<file path="src/rtl/tdm_demux_4ch_pkg.sv">
// Shared definitions for the 4-slot TDM demultiplexer: slot indices,
// frame size and FSM state encoding.
package tdm_demux_4ch_pkg;

    localparam int unsigned NUM_SLOTS = 4;

    localparam logic [1:0] SLOT_A = 2'b00;
    localparam logic [1:0] SLOT_B = 2'b01;
    localparam logic [1:0] SLOT_C = 2'b10;
    localparam logic [1:0] SLOT_D = 2'b11;

    typedef enum logic {
        ST_IDLE = 1'b0,
        ST_SYNC = 1'b1
    } state_t;

endpackage

</file>
<file path="src/rtl/tdm_demux_4ch_slot_ctr.sv">
// 2-bit slot counter with synchronous clear, load-to-1 and wrapping increment.
// Priority: rst, clr, load1, inc.
module tdm_slot_ctr
    import tdm_demux_4ch_pkg::*;
(
    input  logic       clk,
    input  logic       rst,
    input  logic       clr,
    input  logic       load1,
    input  logic       inc,
    output logic [1:0] slot
);

    always_ff @(posedge clk) begin
        if (rst || clr) begin
            slot <= SLOT_A;
        end else if (load1) begin
            slot <= SLOT_B;
        end else if (inc) begin
            slot <= slot + 2'd1;
        end
    end

endmodule

</file>
<file path="src/rtl/tdm_demux_4ch.sv">
// Receive side of a 4-slot TDM link: aligns on frame_start, gathers slots
// 0..2 in shadow registers and publishes a full frame on the slot-3 beat.
module tdm_demux_4ch
    import tdm_demux_4ch_pkg::*;
#(
    parameter int WIDTH = 1
) (
    input  logic             clk,
    input  logic             rst,
    input  logic [WIDTH-1:0] din,
    input  logic             din_valid,
    input  logic             frame_start,
    output logic [WIDTH-1:0] a,
    output logic [WIDTH-1:0] b,
    output logic [WIDTH-1:0] c,
    output logic [WIDTH-1:0] d,
    output logic             out_valid,
    output logic             frame_err,
    output logic             locked,
    output logic             s1,
    output logic             s0
);

    state_t           state;
    state_t           state_nx;
    logic [1:0]       slot;
    logic             slot_clr;
    logic             slot_load1;
    logic             slot_inc;
    logic [2:0]       shadow_we;
    logic             out_load;
    logic             out_valid_nx;
    logic             frame_err_nx;
    logic [WIDTH-1:0] shadow [0:2];

    tdm_slot_ctr u_slot_ctr (
        .clk   (clk),
        .rst   (rst),
        .clr   (slot_clr),
        .load1 (slot_load1),
        .inc   (slot_inc),
        .slot  (slot)
    );

    always_ff @(posedge clk) begin
        if (rst) begin
            state <= ST_IDLE;
        end else begin
            state <= state_nx;
        end
    end

    always_comb begin
        state_nx     = state;
        slot_clr     = 1'b0;
        slot_load1   = 1'b0;
        slot_inc     = 1'b0;
        shadow_we    = '0;
        out_load     = 1'b0;
        out_valid_nx = 1'b0;
        frame_err_nx = 1'b0;

        if (din_valid) begin
            unique case (state)
                ST_IDLE: begin
                    if (frame_start) begin
                        shadow_we[0] = 1'b1;
                        slot_load1   = 1'b1;
                        state_nx     = ST_SYNC;
                    end
                end
                ST_SYNC: begin
                    if (slot == SLOT_A) begin
                        if (frame_start) begin
                            shadow_we[0] = 1'b1;
                            slot_load1   = 1'b1;
                        end else begin
                            frame_err_nx = 1'b1;
                            slot_clr     = 1'b1;
                            state_nx     = ST_IDLE;
                        end
                    end else if (frame_start) begin
                        // Early marker: drop the partial frame and resync on this beat.
                        frame_err_nx = 1'b1;
                        shadow_we[0] = 1'b1;
                        slot_load1   = 1'b1;
                    end else if (slot == SLOT_D) begin
                        out_load     = 1'b1;
                        out_valid_nx = 1'b1;
                        slot_inc     = 1'b1;
                    end else begin
                        shadow_we[slot] = 1'b1;
                        slot_inc        = 1'b1;
                    end
                end
                default: begin
                    state_nx = ST_IDLE;
                    slot_clr = 1'b1;
                end
            endcase
        end
    end

    always_ff @(posedge clk) begin
        if (rst) begin
            for (int unsigned i = 0; i < NUM_SLOTS - 1; i++) begin
                shadow[i] <= '0;
            end
        end else begin
            for (int unsigned i = 0; i < NUM_SLOTS - 1; i++) begin
                if (shadow_we[i]) begin
                    shadow[i] <= din;
                end
            end
        end
    end

    always_ff @(posedge clk) begin
        if (rst) begin
            a         <= '0;
            b         <= '0;
            c         <= '0;
            d         <= '0;
            out_valid <= 1'b0;
            frame_err <= 1'b0;
        end else begin
            out_valid <= out_valid_nx;
            frame_err <= frame_err_nx;
            if (out_load) begin
                a <= shadow[0];
                b <= shadow[1];
                c <= shadow[2];
                d <= din;
            end
        end
    end

    assign locked = (state == ST_SYNC);
    assign s1     = slot[1];
    assign s0     = slot[0];

endmodule
</file>
<file path="config.mk">
export PLATFORM = sky130hd
export DESIGN_NAME = tdm_demux_4ch
export DESIGN_NICKNAME = d
export VERILOG_FILES = /design/src/rtl/tdm_demux_4ch_pkg.sv /design/src/rtl/tdm_demux_4ch_slot_ctr.sv /design/src/rtl/tdm_demux_4ch.sv
export SDC_FILE = /design/constraint.sdc
export NUM_CORES = 1
export LEC_CHECK = 0
export CAP_MARGIN = 20
export CORE_AREA = 10 10 47 49
export DETAILED_ROUTE_END_ITERATION = 8
export DIE_AREA = 0 0 57 59
export DONT_BUFFER_PORTS = 1
export HOLD_SLACK_MARGIN = 0.02
export PLACE_DENSITY = 0.6
export SLEW_MARGIN = 10
export SYNTH_ARGS = -nofsm -noshare
export SYNTH_HDL_FRONTEND = slang
export SYNTH_HIERARCHICAL = 1
export SYNTH_SLANG_ARGS = --single-unit
</file>
<file path="constraint.sdc">
create_clock -name clk -period 1.5 [get_ports clk]
set_input_delay 0.15 -clock clk [delete_from_list [all_inputs] [get_ports clk]]
set_output_delay 0.15 -clock clk [all_outputs]
set_load 0.1 [all_outputs]
</file>
==> results.txt, run 1 <==
----------------------------------------------------
[Outcome]
  Outcome ... completed

[Pwr]
  Clk pwr share ... 37.0%
  Register share of total power ... 49.3%
  Switching part of the total power ... 25.37%
  Cell internal pwr ... 520.2 uW
  Net switching power of the design ... between 150 and 200 uW
  Total leakage power ... 0.0003170 uW
  Combinational power share ... a little over an eighth
  Power density over cell area ... 908.7 mW/mm^2
  Worst ir drop on vdd ... 0.4647 mV

[Worst setup path]
  Element type at the critical path start ... flip-flop
  Data required time of the worst path ... 1.67 ns
  CP Buf/Inv Count ... 0
  Biggest fanout along the worst timing path ... 3
  Max incr delay on CP ... 0.34 ns
  Critical setup path kind ... flip-flop to flip-flop
  Worst Setup End Kind ... flip-flop
  Cell chain of the critical path ... or2_4 -> ha_4 -> and3_4 -> a21bo_1 -> a2111oi_4
  Crit-path slowest cell ... sky130_fd_sc_hd__dfxtp_4
  Worst R2R Setup Slack ... 0.03 ns
  CP Data Arrival Time ... 1.64 ns
  Largest delay share family, worst path ... compound AO/OA/AOI/OAI gates

[Global routing]
  Remaining global-route overflow ... 0
  GR peak layer ... met2
  Gr usage total ... 7.190%
  Global Route met2 Usage ... 10.39%
  Met1 capacity usage during global routing ... 7.655%
  Vias in the first global route ... 399
  Met3 Use GR ... around 4.3%
  First-pass GRT wire length ... approximately 1900 um
  Largest net degree at the start of global routing ... 13
  Antenna violations before repair ... 0

[STA]
  Share of the cycle needed by the critical path after routing ... 97.94%
  Final Setup Violations ... 0
  Setup repair after global routing missed its margin ... true
  Minimum clock period after layout ... around 1.5 ns
  Layout Skew ... 0.0007190 ns
  Max-slew violation total from the final report ... 0
  Relative slew margins ... 76.53%
  Measured slew at the worst slew-check pin ... 0.3512 ns
  Final-layout setup total negative slack ... 0 ns
  Final hold violation count ... 0
  Achievable clock frequency ... 680.7 MHz

[Synth]
  Number of synthesized register bits ... 12
  Syn Std Cell Area ... 581.8 sq um
  Synth warnings ... 6
  Seq/Total Area, Yosys ... 46.45%
  Average cell area after synthesis ... 10.77 sq um
  Number of distinct library cell variants in the gate-level netlist after synthesis ... 24
  Number of cells produced by synthesis ... 54
  Number of nets produced by synthesis ... 61

[CTS]
  Post-CTS setup buffers ... 0
  TritonCTS clock tree ... built
  Inserted Clock Buffers ... 3
  Clock Tree Buf Depth ... 2
  Number of H-tree levels ... 1
  Clock slew at the register clock pins of the worst setup and hold paths ... around 0.080 ns
  Number of sinks handled by clock tree synthesis ... 12
  Clk_lat worst skew ... 0.27 ns
  Clock root buffer master ... sky130_fd_sc_hd__clkbuf_4

[Drt]
  Vias ... 421
  Drt initial violations ... 5
  DRC violation count after routing ... 0
  1st-pass router iterations ... 4
  Routed wire length ... 1157 um
  Number of nets with antenna violations after detailed routing ... 0
  Via density per instance ... 4.953
  Average wire per standard cell ... 13.61 um

[Job]
  Max-cap check violation count ... 0

[Floorplan]
  Die height ... ~59 um
  Die width ... 57 um
  Starting density of the core ... 41.52%
  Number of core rows ... 14
  Core region area ... 0.001401 sq mm
  Die outline area ... 0.003363 sq mm
  I/O pins ... 14

[Placed design]
  Number of buffer cells added on primary ports ... 0
  Detailed Place HPWL ... 820.9 um
  Final RePlAce weighted congestion ... 0.7095
  Instance area after placement ... approximately 700 sq um
  # placed instances ... 80

[Layout]
  Number of diodes added for antenna fixing ... 0
  Layout cell share with drive strength beyond 1 ... 39.13%
  Final core utilization ... 54.73%
  Growth of design area from synthesis to finish ... 31.83%
  Non-filler instance count after layout ... 85
  Final layout net count ... 77
  Total non-filler cell area in the finished layout ... 767.0 sq um

[Hold path]
  Path class of the lowest-slack min-delay path ... input port to flip-flop

----------------------------------------------------
-- timing repair --
item                                    in CTS  in global routing
gates resized for setup                      0                  2
endpoints found under the setup margin       0                  1
hold endpoints to repair                     5                  0
hold buffers                                 1                  0
-- registers in the layout (all words and copies together) (netlist names) --
| register | count |
|---|---|
| a | 1 |
| shadow | 3 |
| frame_err | 1 |
| b | 1 |
| c | 1 |
| out_valid | 1 |
| u_slot_ctr/slot | 2 |
| locked | 1 |
| d | 1 |
-- kinds of logic after synthesis --
logic type	after synthesis	share of synthesized area, %
and+or+nand+nor	26	29.68
DFF	12	46.45
AOI/OAI and AO/OA	5	7.741
muxes	4	6.882
buffers and inverters	3	1.935
xor gates and xnor gates	2	3.011
adders and majority gates	2	4.300
-- per-layer routing --
metal	wire length [um]	up-vias
met2	496	12
met5	0	-
met4	9	0
met3	113	2
met1	537	189
li1	-	218
-- power by group through the flow --
stage	combinational (uW)	sequential, uW	clock [uW]
finish	95.8	343	258
global route	102	345	290
detailed placement	87.6	351	0
floorplan	35.9	387	0
CTS	92.2	343	270
global placement	86.9	351	0
-- area by class of cell --
type / instances / area [sq um]
multi-input cells: 39 / 331.6
clock buffers: 4 / 36.28
flip-flops and latches: 12 / 279.0
repair buffers: 12 / 92.59
fillers: 135 / 634.4
well taps: 16 / 20.02
inverters: 2 / 7.507
-- cells in the mapped netlist --
master | n | area (sq um)
sky130_fd_sc_hd__a2111oi_2 | 1 | 15.01
sky130_fd_sc_hd__a21oi_1 | 1 | 5.000
sky130_fd_sc_hd__inv_1 | 2 | 7.510
sky130_fd_sc_hd__or2_2 | 3 | 18.77
sky130_fd_sc_hd__nand2_2 | 1 | 6.260
sky130_fd_sc_hd__clkbuf_1 | 1 | 3.750
sky130_fd_sc_hd__a21bo_1 | 1 | 10.01
sky130_fd_sc_hd__ha_1 | 2 | 25.02
sky130_fd_sc_hd__and4bb_2 | 1 | 12.51
sky130_fd_sc_hd__and3_2 | 2 | 15.01
sky130_fd_sc_hd__nand2b_1 | 8 | 50.05
sky130_fd_sc_hd__nor2_1 | 3 | 11.26
sky130_fd_sc_hd__and2_1 | 1 | 6.260
sky130_fd_sc_hd__o21a_1 | 1 | 7.510
sky130_fd_sc_hd__a21o_1 | 1 | 7.510
sky130_fd_sc_hd__mux2i_1 | 4 | 40.04
sky130_fd_sc_hd__dfxtp_1 | 9 | 180.2
sky130_fd_sc_hd__nor3b_1 | 2 | 15.01
sky130_fd_sc_hd__nor4b_1 | 1 | 8.760
sky130_fd_sc_hd__nor3_1 | 2 | 10.01
sky130_fd_sc_hd__nand4bb_1 | 1 | 11.26
sky130_fd_sc_hd__nand3b_1 | 1 | 7.510
sky130_fd_sc_hd__edfxtp_1 | 3 | 90.09
sky130_fd_sc_hd__xor2_1 | 2 | 17.52
-- metrics by stage --
stage	worst slack (ns)	hold WS [ns]	power, uW
final	0.03088	0.05295	697.0
after global placement	0.06778	0.2199	437.8
after floorplan	-0.09967	0.2167	423.0
after global routing	-0.04457	0.03588	736.4
after detailed placement	0.02233	0.2231	438.6
after CTS	0.02579	0.04647	705.5
-- worst paths after layout --
kind                                    startpoint                 end  cells after the start
worst min register to register                   c                   c                      2
worst max register to register  u_slot_ctr/slot[0]  u_slot_ctr/slot[1]                      5
worst min-delay path                           rst                   b                      2
worst max-delay path            u_slot_ctr/slot[0]  u_slot_ctr/slot[1]                      5
-- layout by cell type, fill, tap and decap left out, types with 2 or more instances in the layout --
cell	n
sky130_fd_sc_hd__clkbuf_4	3
sky130_fd_sc_hd__mux2i_1	4
sky130_fd_sc_hd__edfxtp_1	3
sky130_fd_sc_hd__nor2_1	3
sky130_fd_sc_hd__nor3_1	2
sky130_fd_sc_hd__or2_2	2
sky130_fd_sc_hd__buf_4	11
sky130_fd_sc_hd__nand2b_1	8
sky130_fd_sc_hd__nor3b_1	2
sky130_fd_sc_hd__xor2_1	2
sky130_fd_sc_hd__dfxtp_1	6
sky130_fd_sc_hd__inv_1	2
sky130_fd_sc_hd__dfxtp_4	2
Note: power is estimated with default switching activity, not from simulation.
==> run 2, diff against run 1 <==
==> constraint.sdc (replaced) <==
create_clock -name clk -period 1.5 [get_ports clk]
set_input_delay 0.075 -clock clk [delete_from_list [all_inputs] [get_ports clk]]
set_output_delay 0.075 -clock clk [all_outputs]
set_load 0.1 [all_outputs]
==> run 2 against run 1 <==
  * Fmax down 0.14%
  * Sequential power about the same
  * Clock skew up 0.00078 ns
  * First-iteration DRC count unchanged
  * Power up 1.1%
  * Cell area up 2.6%
  * Combinational power up 6%
  * Count of clock-buffer cells in the layout unchanged
  * Non-clock buffer count up 2
  * Core utilization up 1.4 points
  * Die area unchanged
  * Critical path type unchanged
  * Largest cell class unchanged
==> results.txt, run 2 (synthesis results as in run 1) <==
----------------------------------------------------
[Outcome]
  Outcome ... completed

[CTS]
  Clock Tree Buf Depth ... 2 (unchanged)
  Inserted Clock Buffers ... 3 (unchanged)
  Clk_lat worst skew ... 0.27 ns (about the same)
  Number of sinks handled by clock tree synthesis ... 12 (unchanged)
  Clock slew at the register clock pins of the worst setup and hold paths ... 0.08 ns (about the same)
  Post-CTS setup buffers ... 0 (unchanged)
  Number of H-tree levels ... 1 (unchanged)
  TritonCTS clock tree ... built
  Clock root buffer master ... sky130_fd_sc_hd__clkbuf_4

[Drt]
  Average wire per standard cell ... 13.53 um (-0.61%)
  Number of nets with antenna violations after detailed routing ... 0 (unchanged)
  DRC violation count after routing ... 0 (unchanged)
  Routed wire length ... 1177 um (+1.7%)
  Drt initial violations ... 5 (unchanged)
  Vias ... 435 (+3.3%)
  Via density per instance ... 5.000 (+0.95%)
  1st-pass router iterations ... 4 (unchanged)

[Floorplan]
  Starting density of the core ... 41.52% (unchanged)
  Die width ... 57 um (unchanged)
  I/O pins ... 14 (unchanged)
  Number of core rows ... 14 (unchanged)
  Die outline area ... 0.003363 sq mm (unchanged)
  Core region area ... 0.001401 sq mm (unchanged)
  Die height ... 59 um (unchanged)

[STA]
  Final hold violation count ... 0 (unchanged)
  Final-layout setup total negative slack ... 0 ns (unchanged)
  Layout Skew ... 0.001494 ns (+0.0007750 ns)
  Measured slew at the worst slew-check pin ... 0.4791 ns (+0.1279 ns)
  Share of the cycle needed by the critical path after routing ... 98.08% (+0.14 points)
  Relative slew margins ... 67.96% (-8.6 points)
  Max-slew violation total from the final report ... 0 (unchanged)
  Minimum clock period after layout ... 1.471 ns (+0.002064 ns)
  Setup repair after global routing missed its margin ... true
  Final Setup Violations ... 0 (unchanged)
  Min Hold Slack ... 0.02630 ns (-0.02665 ns)
  Achievable clock frequency ... 679.7 MHz (-0.14%)

[Layout]
  Final core utilization ... 56.16% (+1.4 points)
  Commonest cells after routing, fill and taps aside ... sky130_fd_sc_hd__buf_4, sky130_fd_sc_hd__nand2b_1, sky130_fd_sc_hd__dfxtp_1
  Register name with the most flops ... shadow
  Layout cell share with drive strength beyond 1 ... 38.03% (-1.1 points)
  Growth of design area from synthesis to finish ... 35.27%
  Number of diodes added for antenna fixing ... 0 (unchanged)
  Most common cell after layout, fill and taps aside ... sky130_fd_sc_hd__buf_4
  Total non-filler cell area in the finished layout ... 787.0 sq um (+2.6%)
  Filler cells ... 135 (unchanged)
  Number of flip-flops in the largest register ... 3 (unchanged)
  Biggest regs ... shadow (3), u_slot_ctr/slot (2)
  Final layout net count ... 79 (+2.6%)

[Job]
  Max-cap check violation count ... 0 (unchanged)

[Worst setup path]
  CP Data Arrival Time ... 1.64 ns (about the same)
  Critical setup path kind ... flip-flop to flip-flop
  Number of cells on the worst reg-to-reg path ... 5 (unchanged)
  Biggest fanout along the worst timing path ... 3 (unchanged)
  Worst Setup End Kind ... flip-flop
  Data required time of the worst path ... 1.67 ns (about the same)
  Element type at the critical path start ... flip-flop

[Pwr]
  Total leakage power ... 0.0003254 uW (+2.6%)
  Final Total Pwr ... 704.3 uW (+1.1%)
  Worst ir drop on vdd ... 0.4510 mV (-2.9%)
  Power density over cell area ... 894.9 mW/mm^2 (-1.5%)

[Placed design]
  Detailed Place HPWL ... 820.9 um (unchanged)
  Final RePlAce weighted congestion ... 0.7095 (unchanged)
  Number of buffer cells added on primary ports ... 0 (unchanged)
  Instance area after placement ... 698.2 sq um (unchanged)

[Global routing]
  First-pass GRT wire length ... 1904 um (+1.9%)
  Remaining global-route overflow ... 0 (unchanged)
  Vias in the first global route ... 398 (-0.25%)
  Gr usage total ... 7.277% (+0.087 points)
  Antenna violations before repair ... 0 (unchanged)
  Largest net degree at the start of global routing ... 16 (+3)

[Hold path]
  Worst Hold Path Cells ... 2 (unchanged)
  Path class of the lowest-slack min-delay path ... input port to flip-flop

----------------------------------------------------
==> run 2: changes by cell type in the layout (fill, tap and decap cells not counted) <==
cell,previous run,this run
sky130_fd_sc_hd__dlygate4sd3_1,1,3
==> run 2: timing repair <==
| action | 4_1_cts | 5_1_grt |
|---|---|---|
| hold buffers | 3 | 0 |
| hold endpoints to repair | 12 | 0 |
| gates resized for setup | 0 | 2 |
| setup endpoints to repair | 0 | 1 |
==> run 2: final cells by class <==
| type | count | area (sq um) | area share [%] |
|---|---|---|---|
| well taps | 16 | 20.02 | 2.544 |
| flip-flops and latches | 12 | 279.0 | 35.45 |
| clock buffers | 4 | 36.28 | 4.610 |
| inverters | 2 | 7.507 | 0.9539 |
| multi-input cells | 39 | 331.6 | 42.13 |
| repair buffers | 14 | 112.6 | 14.31 |
==> run 2: power by group <==
group | switching (uW) | total (uW) | internal (uW) | leakage (uW)
Clock | 112 | 259 | 147 | 0.0000210
Combinational | 64.5 | 102 | 37.6 | 0.000198
Sequential | 4.92 | 343 | 338 | 0.000106
==> run 2: critical path: stages (launching register included) <==
cell                        delay [ns]
sky130_fd_sc_hd__dfxtp_4          0.34
sky130_fd_sc_hd__or2_4            0.25
sky130_fd_sc_hd__ha_4             0.15
sky130_fd_sc_hd__and3_4           0.17
sky130_fd_sc_hd__a21bo_1          0.19
sky130_fd_sc_hd__a2111oi_4        0.27
==> run 2: final timing paths <==
path,from,to,slack [ns]
max reg2reg,u_slot_ctr/slot[0],u_slot_ctr/slot[1],0.03
max,u_slot_ctr/slot[0],u_slot_ctr/slot[1],0.03
min,rst,d,0.03
min reg2reg,c,c,0.47
==> run 2: stage by stage <==
stage / setup slack, ns / instances
after floorplan: -0.09967 / 54
after detailed placement: 0.02233 / 80
after global placement: 0.06778 / 80
final: 0.02882 / 87
after global routing: -0.04482 / 87
after CTS: 0.02551 / 87
==> run 2: layer usage <==
layer | vias up | share of wire [%] | global-route usage (%)
met4 | 0 | 0.76 | 5.034
met3 | 2 | 8.7 | 3.863
met5 | - | 0 | 0
met1 | 197 | 46 | 8.262
met2 | 12 | 44 | 10.23
li1 | 224 | - | -
==> run 3, diff against run 2 <==
- CORE_AREA: 10 10 47 49 -> 2 2 39 41
- DIE_AREA: 0 0 57 59 -> 0 0 41 43
- MAX_ROUTING_LAYER: unset -> met4
==> run 3 against run 2 <==
  * Worst hold slack improved by 0.0014 ns
  * Register-to-register slack got worse by 0.02 ns
  * Setup slack got worse by 0.015 ns
  * Core utilization fell by 0.92 points
  * Count of clock-buffer cells in the layout did not move
  * Sequential power barely moved
  * Via count rose by 1.1%
  * Routed wire length fell by 9.0%
  * Critical path depth did not move
  * Critical endpoint unchanged
  * Die area fell by 48%
==> results.txt, run 3 (synthesis results as in run 1) <==
----------------------------------------------------
[STA]
  Final-layout setup total negative slack ... 0 ns (unchanged)
  Max-slew violation total from the final report ... 0 (unchanged)
  Setup repair after global routing missed its margin ... true
  Measured slew at the worst slew-check pin ... 0.4531 ns (-0.02603 ns)
  Min Hold Slack ... 0.02774 ns (+0.001447 ns)
  Layout Skew ... 0.007669 ns (+0.006175 ns)
  Minimum clock period after layout ... 1.486 ns (+0.01513 ns)
  Relative slew margins ... 69.70% (+1.7 points)
  Final Setup Violations ... 0 (unchanged)
  Share of the cycle needed by the critical path after routing ... 99.09% (+1.0 points)
  Achievable clock frequency ... 672.8 MHz (-1.0%)
  Final hold violation count ... 0 (unchanged)

[Worst setup path]
  Element type at the critical path start ... flip-flop
  Number of cells on the worst reg-to-reg path ... 5 (unchanged)
  Worst R2R Setup Slack ... 0.01 ns (-0.02 ns)
  Worst Setup End Kind ... flip-flop
  Endpoint of the worst-slack reg-to-reg timing path ... u_slot_ctr/slot[1]
  Launching element of the worst setup path ... u_slot_ctr/slot[0]
  Biggest fanout along the worst timing path ... 3 (unchanged)
  Critical path capture point ... u_slot_ctr/slot[1]
  Reg-to-Reg Start ... u_slot_ctr/slot[0]
  Critical setup path kind ... flip-flop to flip-flop
  Data required time of the worst path ... 1.67 ns (about the same)
  CP Data Arrival Time ... 1.65 ns (about the same)

[Layout]
  Layout cell share with drive strength beyond 1 ... 36.62% (-1.4 points)
  Area used by sequential logic in the layout ... 279.0 sq um (unchanged)
  Register name with the most flops ... shadow
  Multi-input gate area in the final layout ... 319.1 sq um (-3.8%)
  Non-filler instance count after layout ... 87 (unchanged)
  Filler cells ... 129 (-4.4%)
  Number of diodes added for antenna fixing ... 0 (unchanged)
  Commonest cells after routing, fill and taps aside ... sky130_fd_sc_hd__buf_4, sky130_fd_sc_hd__nand2b_1, sky130_fd_sc_hd__dfxtp_1
  Biggest regs ... shadow (3), u_slot_ctr/slot (2)
  Growth of design area from synthesis to finish ... 31.40%
  Final layout net count ... 79 (unchanged)
  Most common cell after layout, fill and taps aside ... sky130_fd_sc_hd__buf_4
  Number of flip-flops in the largest register ... 3 (unchanged)

[Job]
  Max-cap check violation count ... 0 (unchanged)

[Drt]
  Number of nets with antenna violations after detailed routing ... 0 (unchanged)
  Average wire per standard cell ... 12.31 um (-9.0%)
  Vias ... 440 (+1.1%)
  Drt initial violations ... 3 (-2)
  1st-pass router iterations ... 2 (-2)
  Via density per instance ... 5.057 (+1.1%)
  Routed wire length ... 1071 um (-9.0%)
  DRC violation count after routing ... 0 (unchanged)

[Floorplan]
  I/O pins ... 14 (unchanged)
  Number of core rows ... 14 (unchanged)
  Die outline area ... 0.001763 sq mm (-48%)
  Core region area ... 0.001384 sq mm (-1.2%)
  Starting density of the core ... 42.04% (+0.53 points)
  Die width ... 41 um (-28%)
  Die height ... 43 um (-27%)

[Hold path]
  Path class of the lowest-slack min-delay path ... input port to flip-flop

[Placed design]
  Final RePlAce weighted congestion ... 0.7104 (+0.13%)
  Number of buffer cells added on primary ports ... 0 (unchanged)
  # placed instances ... 80 (unchanged)
  Detailed Place HPWL ... 736.9 um (-10%)

[Global routing]
  Antenna violations before repair ... 0 (unchanged)
  GR peak layer ... met1
  Remaining global-route overflow ... 0 (unchanged)
  Global Route met2 Usage ... 20.00% (+9.8 points)
  Met3 Use GR ... 4.188% (+0.33 points)
  Vias in the first global route ... 417 (+4.8%)
  Largest net degree at the start of global routing ... 16 (unchanged)
  Met1 capacity usage during global routing ... 20.74% (+12 points)
  First-pass GRT wire length ... 1766 um (-7.2%)
  Gr usage total ... 15.83% (+8.6 points)

[Pwr]
  Total leakage power ... 0.0003195 uW (-1.8%)
  Power density over cell area ... 853.9 mW/mm^2 (-4.6%)
  Worst ir drop on vdd ... 0.3773 mV (-16%)
  Final Total Pwr ... 652.8 uW (-7.3%)

[CTS]
  Clk_lat worst skew ... 0.27 ns (about the same)
  TritonCTS clock tree ... built
  Number of H-tree levels ... 1 (unchanged)
  Number of sinks handled by clock tree synthesis ... 12 (unchanged)
  Post-CTS setup buffers ... 0 (unchanged)
  Clock Tree Buf Depth ... 2 (unchanged)
  Inserted Clock Buffers ... 3 (unchanged)
  Clock root buffer master ... sky130_fd_sc_hd__clkbuf_4
  Clock slew at the register clock pins of the worst setup and hold paths ... 0.08 ns (about the same)

[Outcome]
  Outcome ... completed

----------------------------------------------------
-- run 3: metal layers --
metal | routed length (um) | share of wire (%)
met1 | 484 | 45
met2 | 489 | 46
met3 | 66 | 6.2
met4 | 29 | 2.7
met5 | 0 | 0
-- run 3: how the worst min path moves through the flow --
| stage | startpoint | to | depth (start not counted) |
|---|---|---|---|
| 2_1_floorplan | rst | u_slot_ctr/slot[1] | 1 |
| 3_3_place_gp | rst | u_slot_ctr/slot[1] | 1 |
| 3_5_place_dp | rst | u_slot_ctr/slot[1] | 1 |
| 4_1_cts | frame_start | out_valid | 2 |
| 5_1_grt | rst | d | 2 |
| 6_report | rst | d | 2 |
-- run 3: power breakdown --
part	leakage (uW)	internal (uW)	switching, uW
Combinational	0.000198	37.3	63.0
Clock	0.0000150	103	106
Sequential	0.000106	338	5.06
-- run 3: critical path, cell delays in order, from the launching register on --
cell and delay (ns):
sky130_fd_sc_hd__dfxtp_4 0.34, sky130_fd_sc_hd__or2_4 0.26, sky130_fd_sc_hd__ha_4 0.15, sky130_fd_sc_hd__and3_4 0.17, sky130_fd_sc_hd__a21bo_1 0.17, sky130_fd_sc_hd__a2111oi_2 0.29
-- run 3: final cells by class --
| cell class | instances | area share (%) |
|---|---|---|
| Multi-Input combinational cell | 39 | 41.73 |
| Sequential cell | 12 | 36.50 |
| Timing Repair Buffer | 14 | 14.73 |
| Clock buffer | 4 | 3.437 |
| Tap cell | 16 | 2.619 |
| Inverter | 2 | 0.9820 |
-- run 3: what timing repair did --
item,CTS,global route
resized for setup,0,1
hold buffers,3,0
endpoints found under the setup margin,0,1
hold endpoints to repair,12,0
-- run 3: metrics by stage --
step           cell area [sq um]  worst slack [ns]  util, %
4_1_cts                    754.5           0.02645    54.52
3_5_place_dp               698.2           0.02408    50.45
6_report                   764.5           0.01369    55.24
3_3_place_gp               698.2           0.06863    50.45
5_1_grt                    764.5          -0.05018    55.24
2_1_floorplan              599.3          -0.09967        -
